File: config.mk
export PLATFORM = sky130hd
export DESIGN_NAME = inscache_flat
export DESIGN_NICKNAME = d
export VERILOG_FILES = /design/src/rtl/inscache_pkg.sv /design/src/rtl/inscache_if.sv /design/src/rtl/inscache_line_store.sv /design/src/rtl/inscache.sv /design/src/flat_wrapper.sv
export SDC_FILE = /design/constraint.sdc
export NUM_CORES = 2
export LEC_CHECK = 0
export BUFFER_PORTS_ARGS = -buffer_cell sky130_fd_sc_hd__buf_2
export CAP_MARGIN = 30
export CELL_PAD_IN_SITES_DETAIL_PLACEMENT = 0
export CELL_PAD_IN_SITES_GLOBAL_PLACEMENT = 1
export CORE_MARGIN = 2
export CORE_UTILIZATION = 30
export CTS_BUF_LIST = sky130_fd_sc_hd__clkbuf_8
export DETAILED_ROUTE_END_ITERATION = 10
export GPL_TIMING_DRIVEN = 1
export PLACE_DENSITY = 0.5
export SLEW_MARGIN = 10
export SYNTH_ARGS = -nofsm -noshare
export SYNTH_HDL_FRONTEND = slang
export SYNTH_SLANG_ARGS = --single-unit
File: constraint.sdc
create_clock -name clk_in -period 8.4 [get_ports clk_in]
set_clock_uncertainty 0.05 [all_clocks]
set_input_delay 1.68 -clock clk_in [delete_from_list [all_inputs] [get_ports clk_in]]
set_output_delay 1.68 -clock clk_in [all_outputs]
set_load 0.02 [all_outputs]
File: src/rtl/inscache_pkg.sv
// ============================================================================
// Module  : inscache_pkg
// Brief   : Shared sizing, FSM encoding and helpers for the instruction cache.
// Revision: 1.0
// ============================================================================
`default_nettype none

package inscache_pkg;

    localparam int ICACHE_INDEX_BITS = 4;
    localparam int ICACHE_LINE_WORDS = 4;

    typedef enum logic [0:0] {
        IC_IDLE = 1'b0,
        IC_FILL = 1'b1
    } ic_state_t;

    // A halfword whose two low bits are 11 starts a 32-bit instruction.
    function automatic logic is_full_len(input logic [1:0] lsb);
        return lsb == 2'b11;
    endfunction

endpackage

`default_nettype wire

File: src/rtl/inscache_if.sv
// ============================================================================
// Module  : inscache_if
// Brief   : Fetch-side and memory-side signals of the instruction cache.
// Revision: 1.0
// ============================================================================
`default_nettype none

interface inscache_if;
    logic [31:0] pc_in;
    logic        ask_for;
    logic        give_you;
    logic [31:0] g_ins;
    logic        mem_req;
    logic [31:0] mem_addr;
    logic        mem_done;
    logic [31:0] mem_data;

    modport slave (
        input  pc_in, ask_for, mem_done, mem_data,
        output give_you, g_ins, mem_req, mem_addr
    );

    modport master (
        output pc_in, ask_for, mem_done, mem_data,
        input  give_you, g_ins, mem_req, mem_addr
    );
endinterface

`default_nettype wire

File: src/rtl/inscache_line_store.sv
// ============================================================================
// Module  : inscache_line_store
// Brief   : Data/tag/valid arrays with two read ports (A, B) and one write port.
// Revision: 1.0
// ============================================================================
`default_nettype none

module inscache_line_store #(
    parameter int INDEX_BITS = 4,
    parameter int TAG_BITS   = 24
) (
    input  logic                  clk_in,
    input  logic                  rst_in,
    input  logic                  i_en,
    input  logic [INDEX_BITS-1:0] i_idx_a,
    input  logic [INDEX_BITS-1:0] i_idx_b,
    output logic                  o_valid_a,
    output logic                  o_valid_b,
    output logic [TAG_BITS-1:0]   o_tag_a,
    output logic [TAG_BITS-1:0]   o_tag_b,
    output logic [127:0]          o_line_a,
    output logic [15:0]           o_hw0_b,
    input  logic                  i_inv,
    input  logic [INDEX_BITS-1:0] i_inv_idx,
    input  logic                  i_wr,
    input  logic [INDEX_BITS-1:0] i_wr_idx,
    input  logic [1:0]            i_wr_word,
    input  logic [31:0]           i_wr_data,
    input  logic                  i_install,
    input  logic [TAG_BITS-1:0]   i_wr_tag
);

    localparam int LINES = 1 << INDEX_BITS;

    logic [LINES-1:0]    r_valid;
    logic [TAG_BITS-1:0] r_tag  [LINES];
    logic [127:0]        r_data [LINES];

    always_ff @(posedge clk_in or negedge rst_in) begin
        if (!rst_in) begin
            r_valid <= '0;
        end else if (i_en) begin
            if (i_inv)     r_valid[i_inv_idx] <= 1'b0;
            if (i_install) r_valid[i_wr_idx]  <= 1'b1;
        end
    end

    // Payload arrays need no reset: nothing reads them while the valid bit is low.
    always_ff @(posedge clk_in) begin
        if (i_en) begin
            if (i_wr)      r_data[i_wr_idx][{i_wr_word, 5'b0} +: 32] <= i_wr_data;
            if (i_install) r_tag[i_wr_idx] <= i_wr_tag;
        end
    end

    assign o_valid_a = r_valid[i_idx_a];
    assign o_valid_b = r_valid[i_idx_b];
    assign o_tag_a   = r_tag[i_idx_a];
    assign o_tag_b   = r_tag[i_idx_b];
    assign o_line_a  = r_data[i_idx_a];
    assign o_hw0_b   = r_data[i_idx_b][15:0];

endmodule

`default_nettype wire

File: src/rtl/inscache.sv
// ============================================================================
// Module  : inscache
// Brief   : Direct-mapped I-cache returning 32 bits at any halfword PC, with line refill.
// Revision: 1.0
// ============================================================================
`default_nettype none

module inscache
    import inscache_pkg::*;
#(
    parameter int INDEX_BITS = ICACHE_INDEX_BITS,
    parameter int LINE_WORDS = ICACHE_LINE_WORDS
) (
    input  logic       clk_in,
    input  logic       rst_in,
    input  logic       rdy_in,
    inscache_if.slave  bus
);

    localparam int TAG_BITS = 28 - INDEX_BITS;
    localparam logic [INDEX_BITS-1:0] c_idx_one   = INDEX_BITS'(1);
    localparam logic [TAG_BITS-1:0]   c_tag_one   = TAG_BITS'(1);
    localparam logic [1:0]            c_last_word = 2'(LINE_WORDS - 1);

    ic_state_t             r_state;
    logic [1:0]            r_cnt;
    logic                  r_mem_req;
    logic [31:0]           r_mem_addr;
    logic [INDEX_BITS-1:0] r_fill_idx;
    logic [TAG_BITS-1:0]   r_fill_tag;

    logic [INDEX_BITS-1:0] w_idx_a, w_idx_b, w_fill_idx;
    logic [TAG_BITS-1:0]   w_tag_a, w_tag_b, w_fill_tag, w_st_tag_a, w_st_tag_b;
    logic                  w_valid_a, w_valid_b, w_a_hit, w_b_hit, w_straddle, w_hit;
    logic [127:0]          w_line_a;
    logic [15:0]           w_hw0_b, w_next_hw, w_upper;
    logic [1:0]            w_sel, w_sel_nxt, w_cnt_nxt;
    logic [31:0]           w_word, w_asm;
    logic                  w_start, w_wr, w_install;

    // Line B is the sequentially next line; the tag carries when the index wraps.
    assign w_idx_a = bus.pc_in[3+INDEX_BITS:4];
    assign w_tag_a = bus.pc_in[31:4+INDEX_BITS];
    assign w_idx_b = w_idx_a + c_idx_one;
    assign w_tag_b = (&w_idx_a) ? (w_tag_a + c_tag_one) : w_tag_a;

    assign w_a_hit    = w_valid_a && (w_st_tag_a == w_tag_a);
    assign w_b_hit    = w_valid_b && (w_st_tag_b == w_tag_b);
    assign w_straddle = (bus.pc_in[3:1] == 3'b111) && is_full_len(w_line_a[113:112]);
    assign w_hit      = w_a_hit && (!w_straddle || w_b_hit);

    assign w_sel     = bus.pc_in[3:2];
    assign w_sel_nxt = w_sel + 2'd1;
    assign w_word    = w_line_a[{w_sel, 5'b0} +: 32];
    assign w_next_hw = (w_sel == 2'd3) ? w_hw0_b : w_line_a[{w_sel_nxt, 5'b0} +: 16];
    // A compressed instruction at the end of the line may be served without line B.
    assign w_upper   = ((w_sel == 2'd3) && !w_b_hit) ? 16'h0 : w_next_hw;
    assign w_asm     = bus.pc_in[1] ? {w_upper, w_word[31:16]} : w_word;

    assign bus.g_ins    = w_hit ? w_asm : 32'h0;
    assign bus.give_you = rdy_in && bus.ask_for && (r_state == IC_IDLE) && w_hit;
    assign bus.mem_req  = r_mem_req;
    assign bus.mem_addr = r_mem_addr;

    assign w_fill_idx = w_a_hit ? w_idx_b : w_idx_a;
    assign w_fill_tag = w_a_hit ? w_tag_b : w_tag_a;
    assign w_start    = rdy_in && (r_state == IC_IDLE) && bus.ask_for && !w_hit;
    assign w_wr       = (r_state == IC_FILL) && bus.mem_done;
    assign w_install  = w_wr && (r_cnt == c_last_word);
    assign w_cnt_nxt  = r_cnt + 2'd1;

    always_ff @(posedge clk_in or negedge rst_in) begin
        if (!rst_in) begin
            r_state    <= IC_IDLE;
            r_cnt      <= 2'd0;
            r_mem_req  <= 1'b0;
            r_mem_addr <= 32'h0;
            r_fill_idx <= '0;
            r_fill_tag <= '0;
        end else if (rdy_in) begin
            case (r_state)
                IC_IDLE: begin
                    if (bus.ask_for && !w_hit) begin
                        r_fill_idx <= w_fill_idx;
                        r_fill_tag <= w_fill_tag;
                        r_cnt      <= 2'd0;
                        r_mem_req  <= 1'b1;
                        r_mem_addr <= {w_fill_tag, w_fill_idx, 4'b0};
                        r_state    <= IC_FILL;
                    end
                end
                IC_FILL: begin
                    if (bus.mem_done) begin
                        r_cnt <= w_cnt_nxt;
                        if (r_cnt == c_last_word) begin
                            r_mem_req <= 1'b0;
                            r_state   <= IC_IDLE;
                        end else begin
                            r_mem_addr <= {r_fill_tag, r_fill_idx, w_cnt_nxt, 2'b00};
                        end
                    end
                end
                default: r_state <= IC_IDLE;
            endcase
        end
    end

    inscache_line_store #(
        .INDEX_BITS (INDEX_BITS),
        .TAG_BITS   (TAG_BITS)
    ) u_store (
        .clk_in    (clk_in),
        .rst_in    (rst_in),
        .i_en      (rdy_in),
        .i_idx_a   (w_idx_a),
        .i_idx_b   (w_idx_b),
        .o_valid_a (w_valid_a),
        .o_valid_b (w_valid_b),
        .o_tag_a   (w_st_tag_a),
        .o_tag_b   (w_st_tag_b),
        .o_line_a  (w_line_a),
        .o_hw0_b   (w_hw0_b),
        .i_inv     (w_start),
        .i_inv_idx (w_fill_idx),
        .i_wr      (w_wr),
        .i_wr_idx  (r_fill_idx),
        .i_wr_word (r_cnt),
        .i_wr_data (bus.mem_data),
        .i_install (w_install),
        .i_wr_tag  (r_fill_tag)
    );

endmodule

`default_nettype wire

File: src/flat_wrapper.sv
// flat-port wrapper written by rule: the top's interface ports become plain ports
module inscache_flat import inscache_pkg::*;
#(
    parameter int INDEX_BITS = ICACHE_INDEX_BITS,
    parameter int LINE_WORDS = ICACHE_LINE_WORDS
)
  (clk_in, rst_in, rdy_in, bus_pc_in, bus_ask_for, bus_mem_done, bus_mem_data, bus_give_you, bus_g_ins, bus_mem_req, bus_mem_addr);
  inscache_if bus_i ();
  input  logic clk_in;
  input  logic rst_in;
  input  logic rdy_in;
  input wire logic [$bits(bus_i.pc_in)-1:0] bus_pc_in;
  input wire logic [$bits(bus_i.ask_for)-1:0] bus_ask_for;
  input wire logic [$bits(bus_i.mem_done)-1:0] bus_mem_done;
  input wire logic [$bits(bus_i.mem_data)-1:0] bus_mem_data;
  output wire logic [$bits(bus_i.give_you)-1:0] bus_give_you;
  output wire logic [$bits(bus_i.g_ins)-1:0] bus_g_ins;
  output wire logic [$bits(bus_i.mem_req)-1:0] bus_mem_req;
  output wire logic [$bits(bus_i.mem_addr)-1:0] bus_mem_addr;
  assign bus_i.pc_in = bus_pc_in;
  assign bus_i.ask_for = bus_ask_for;
  assign bus_i.mem_done = bus_mem_done;
  assign bus_i.mem_data = bus_mem_data;
  assign bus_give_you = bus_i.give_you;
  assign bus_g_ins = bus_i.g_ins;
  assign bus_mem_req = bus_i.mem_req;
  assign bus_mem_addr = bus_i.mem_addr;
  inscache #(.INDEX_BITS(INDEX_BITS), .LINE_WORDS(LINE_WORDS)) u_core (.clk_in(clk_in), .rst_in(rst_in), .rdy_in(rdy_in), .bus(bus_i));
endmodule
==> results_dict.tcl <==
set metrics [dict create \
    cp.required_ps 6670 \
    wl_mm 349 \
    root_buffer "clkbuf_8" \
    dieArea_sq_mm 0.355 \
    synth_edf_count 2432 \
    ys_top_cells_by_area "edfxtp_1, mux4_2, dfrtp_1" \
    drc_errors 0 \
    fin_crit_ps 8040 \
    hold_ws_ps 434 \
    ios 135 \
    portBuffers 131 \
    reg2reg_from "u_core.u_store.r_valid[7]" \
    reg2reg_depth 12 \
    fp.dieH_microns 596 \
    path_max_fanout 25 \
    yosys_warnings 0 \
    crit_slowest_cell "or4_1" \
    critPathCaptureType "output port" \
    place.gp.congestion 0.791 \
    regArea_sq_mm 0.0750 \
    avgSynthCellArea_sq_um 21.4 \
    area_delta_synth_final_pct 14.5 \
    ir_worst_vdd_mv 0.130 \
    layout-drive-gt1-share_pct 34.3 \
    crit_cells 15 \
    fin_nets 5427 \
    final_max_slew_viol_count 0 \
    ys_async_sr_fraction_pct 3.11 \
    critPathKind "in2out" \
    tightest_slew_ps 1020 \
    crit_end "bus_g_ins[25]" \
    drtPass1Iterations 6 \
    synthTopCellsByCount "edfxtp_1, mux4_2, nand2_1, clkbuf_1, nor2_1" \
    yosysTopAreaCell "edfxtp_1" \
    grt_max_degree 110 \
    synth_top_flop_cell "edfxtp_1" \
    period_share_pct 95.7 \
    synth_top_area_share_pct 69.5 \
    dp_hpwl_mm 196 \
    fp.dieW_microns 596 \
    r2r_slack_ps 3640 \
    synth.most_common_cell "edfxtp_1" \
    tns_ps 0 \
    hold_path_class "reg2reg" \
    p_total_mw 29.4 \
    status "finished clean" \
    numCtsBuffers 422 \
    maxClockFrequency_ghz 0.124 \
    critPathMaxStageDelay_ps 710 \
    path_cells "buf_8, ha_4, xor2_4, buf_4, mux4_2, mux2i_1, xnor2_1, a31oi_1, or4_1, nor4_4, buf_12, o21bai_4, buf_12, a311oi_1, buf_2" \
    cts_tree "done" \
    drtAntennaViolNets 0 \
    avgRoutedWirePerCell_microns 33.8 \
    clk_latency_ps 1100 \
    syn_inst 4916 \
    clkSlewWorstSetupHoldPaths_ps 60 \
    drt_iter0_markers 6147 \
    fin_util_pct 34.5 \
    syn-cell-area_sq_mm 0.105 \
    cap_violations 0 \
    crit_arrival_ps 6310 \
    cp_num_buf_inv 5 \
    num_rows 217 \
    setup_viol 0 \
    cts_buffer_depth 4 \
    cp-startpoint "bus_pc_in[5]" \
    start_kind "primary input" \
    ys_ff_latch 2510 \
    vias 54751 \
    p_leak_nw 38.9 \
    cts_max_level 5 \
    initial_utilization_pct 30.1 \
    cts.sinks 2510 \
    via_per_inst 5.30 \
    cts_setup_buffers 0 \
    ctsHoldBuffers 0 \
    yosysSeqAreaShare_pct 71.4 \
    slew-limit-headroom_pct 31.7 \
    overflow 0 \
    grt_pass1_vias 56141 \
    rsz0062_at_grt "false" \
    p_per_area_mw_per_mm2 244 \
    core_sq_mm 0.349 \
    critPathTopFamily "buffers and inverters" \
    crit_path_frequent_cell "buf_12" \
    grt_first_pass_wirelength_mm 476 \
    reg2reg_to "u_core.r_fill_idx[3]" \
    grt_usage_pct 19.4 \
    cts_resized 0 \
    hold_violations 0 \
    nFillCells 32642 \
    antenna_found_initial 33 \
    ys_types 74 \
    multi_input_area_sq_mm 0.0292 \
]
## stage by stage
step	worst slack (ps)	std cells	area, sq um
2_1_floorplan	1050	4917	105000
3_3_place_gp	270	9518	113000
3_5_place_dp	298	9524	113000
4_1_cts	288	10297	120000
5_1_grt	204	10303	120000
6_report	363	10325	120000
## logic make-up after synthesis
family          count (synthesis)  share of synthesized area [%]
xor+xnor                      105                          0.920
simple gates                  672                           3.14
buf+inv                       344                           1.50
flops                        2510                           71.4
fa+ha+maj                       8                         0.0953
compound gates                139                          0.968
mux                          1137                           22.0
other cells                     1                        0.00357
## flip-flops by register name, summed over array words and instances, names as in the netlist
name	flops
u_core.bus.mem_addr	30
u_core.bus.mem_req	1
u_core.r_cnt	2
u_core.r_fill_idx	4
u_core.r_fill_tag	24
u_core.r_state	1
u_core.u_store.r_data	2048
u_core.u_store.r_tag	384
u_core.u_store.r_valid	16
## report_power, final
group / total (mW) / leakage [nW] / switching [mW] / internal (mW)
Combinational: 3.79 / 10.8 / 2.58 / 1.21
Clock: 10.1 / 4.50 / 5.07 / 5.02
Sequential: 15.5 / 23.6 / 0.443 / 15.1
Total: 29.4 / 38.9 / 8.09 / 21.3
## layer usage
| metal | part of all wire, % | up-vias | wire (microns) | track usage (%) |
|---|---|---|---|---|
| met5 | 0.038 | - | 132 | 0 |
| met4 | 2.7 | 16 | 9600 | 5.48 |
| met3 | 6.5 | 499 | 22700 | 3.06 |
| met2 | 48 | 2058 | 168000 | 31.7 |
| met1 | 43 | 30448 | 149000 | 26.8 |
| li1 | - | 21730 | - | - |
## worst min path at each step
stage	end	depth (start not counted)	start	slack, ps
after floorplan	u_core.u_store.r_valid[10]	1	u_core.u_store.r_valid[10]	440
after global placement	u_core.bus.mem_addr[2]	1	u_core.bus.mem_addr[2]	420
after detailed placement	u_core.bus.mem_addr[3]	1	u_core.bus.mem_addr[3]	430
after CTS	u_core.bus.mem_addr[7]	1	rst_in	410
after global routing	u_core.bus.mem_addr[3]	1	u_core.bus.mem_addr[3]	470
final	u_core.bus.mem_addr[3]	1	u_core.bus.mem_addr[3]	430
## layout by cell type, fill, tap and decap left out, types with 38 or more instances in the layout
cell / count
and2_1: 135
nor2_4: 80
clkinv_1: 106
nand2_1: 179
buf_4: 173
mux4_2: 928
clkbuf_8: 437
clkinv_2: 38
mux2_2: 77
dfrtp_1: 78
nor2_1: 76
buf_2: 125
inv_1: 180
mux2i_1: 121
nand3_1: 96
xnor2_1: 85
edfxtp_1: 2432
## layout make-up
| class | count | area share, % |
|---|---|---|
| sequential | 2510 | 62.3 |
| multi-input combinational | 2063 | 24.3 |
| clock buffer | 437 | 5.00 |
| tap | 4599 | 4.78 |
| timing repair buffer | 334 | 2.20 |
| clock inverter | 336 | 1.33 |
| inverter | 19 | 0.0655 |
| antenna | 27 | 0.0561 |
Power figures use the tool's default switching activity.
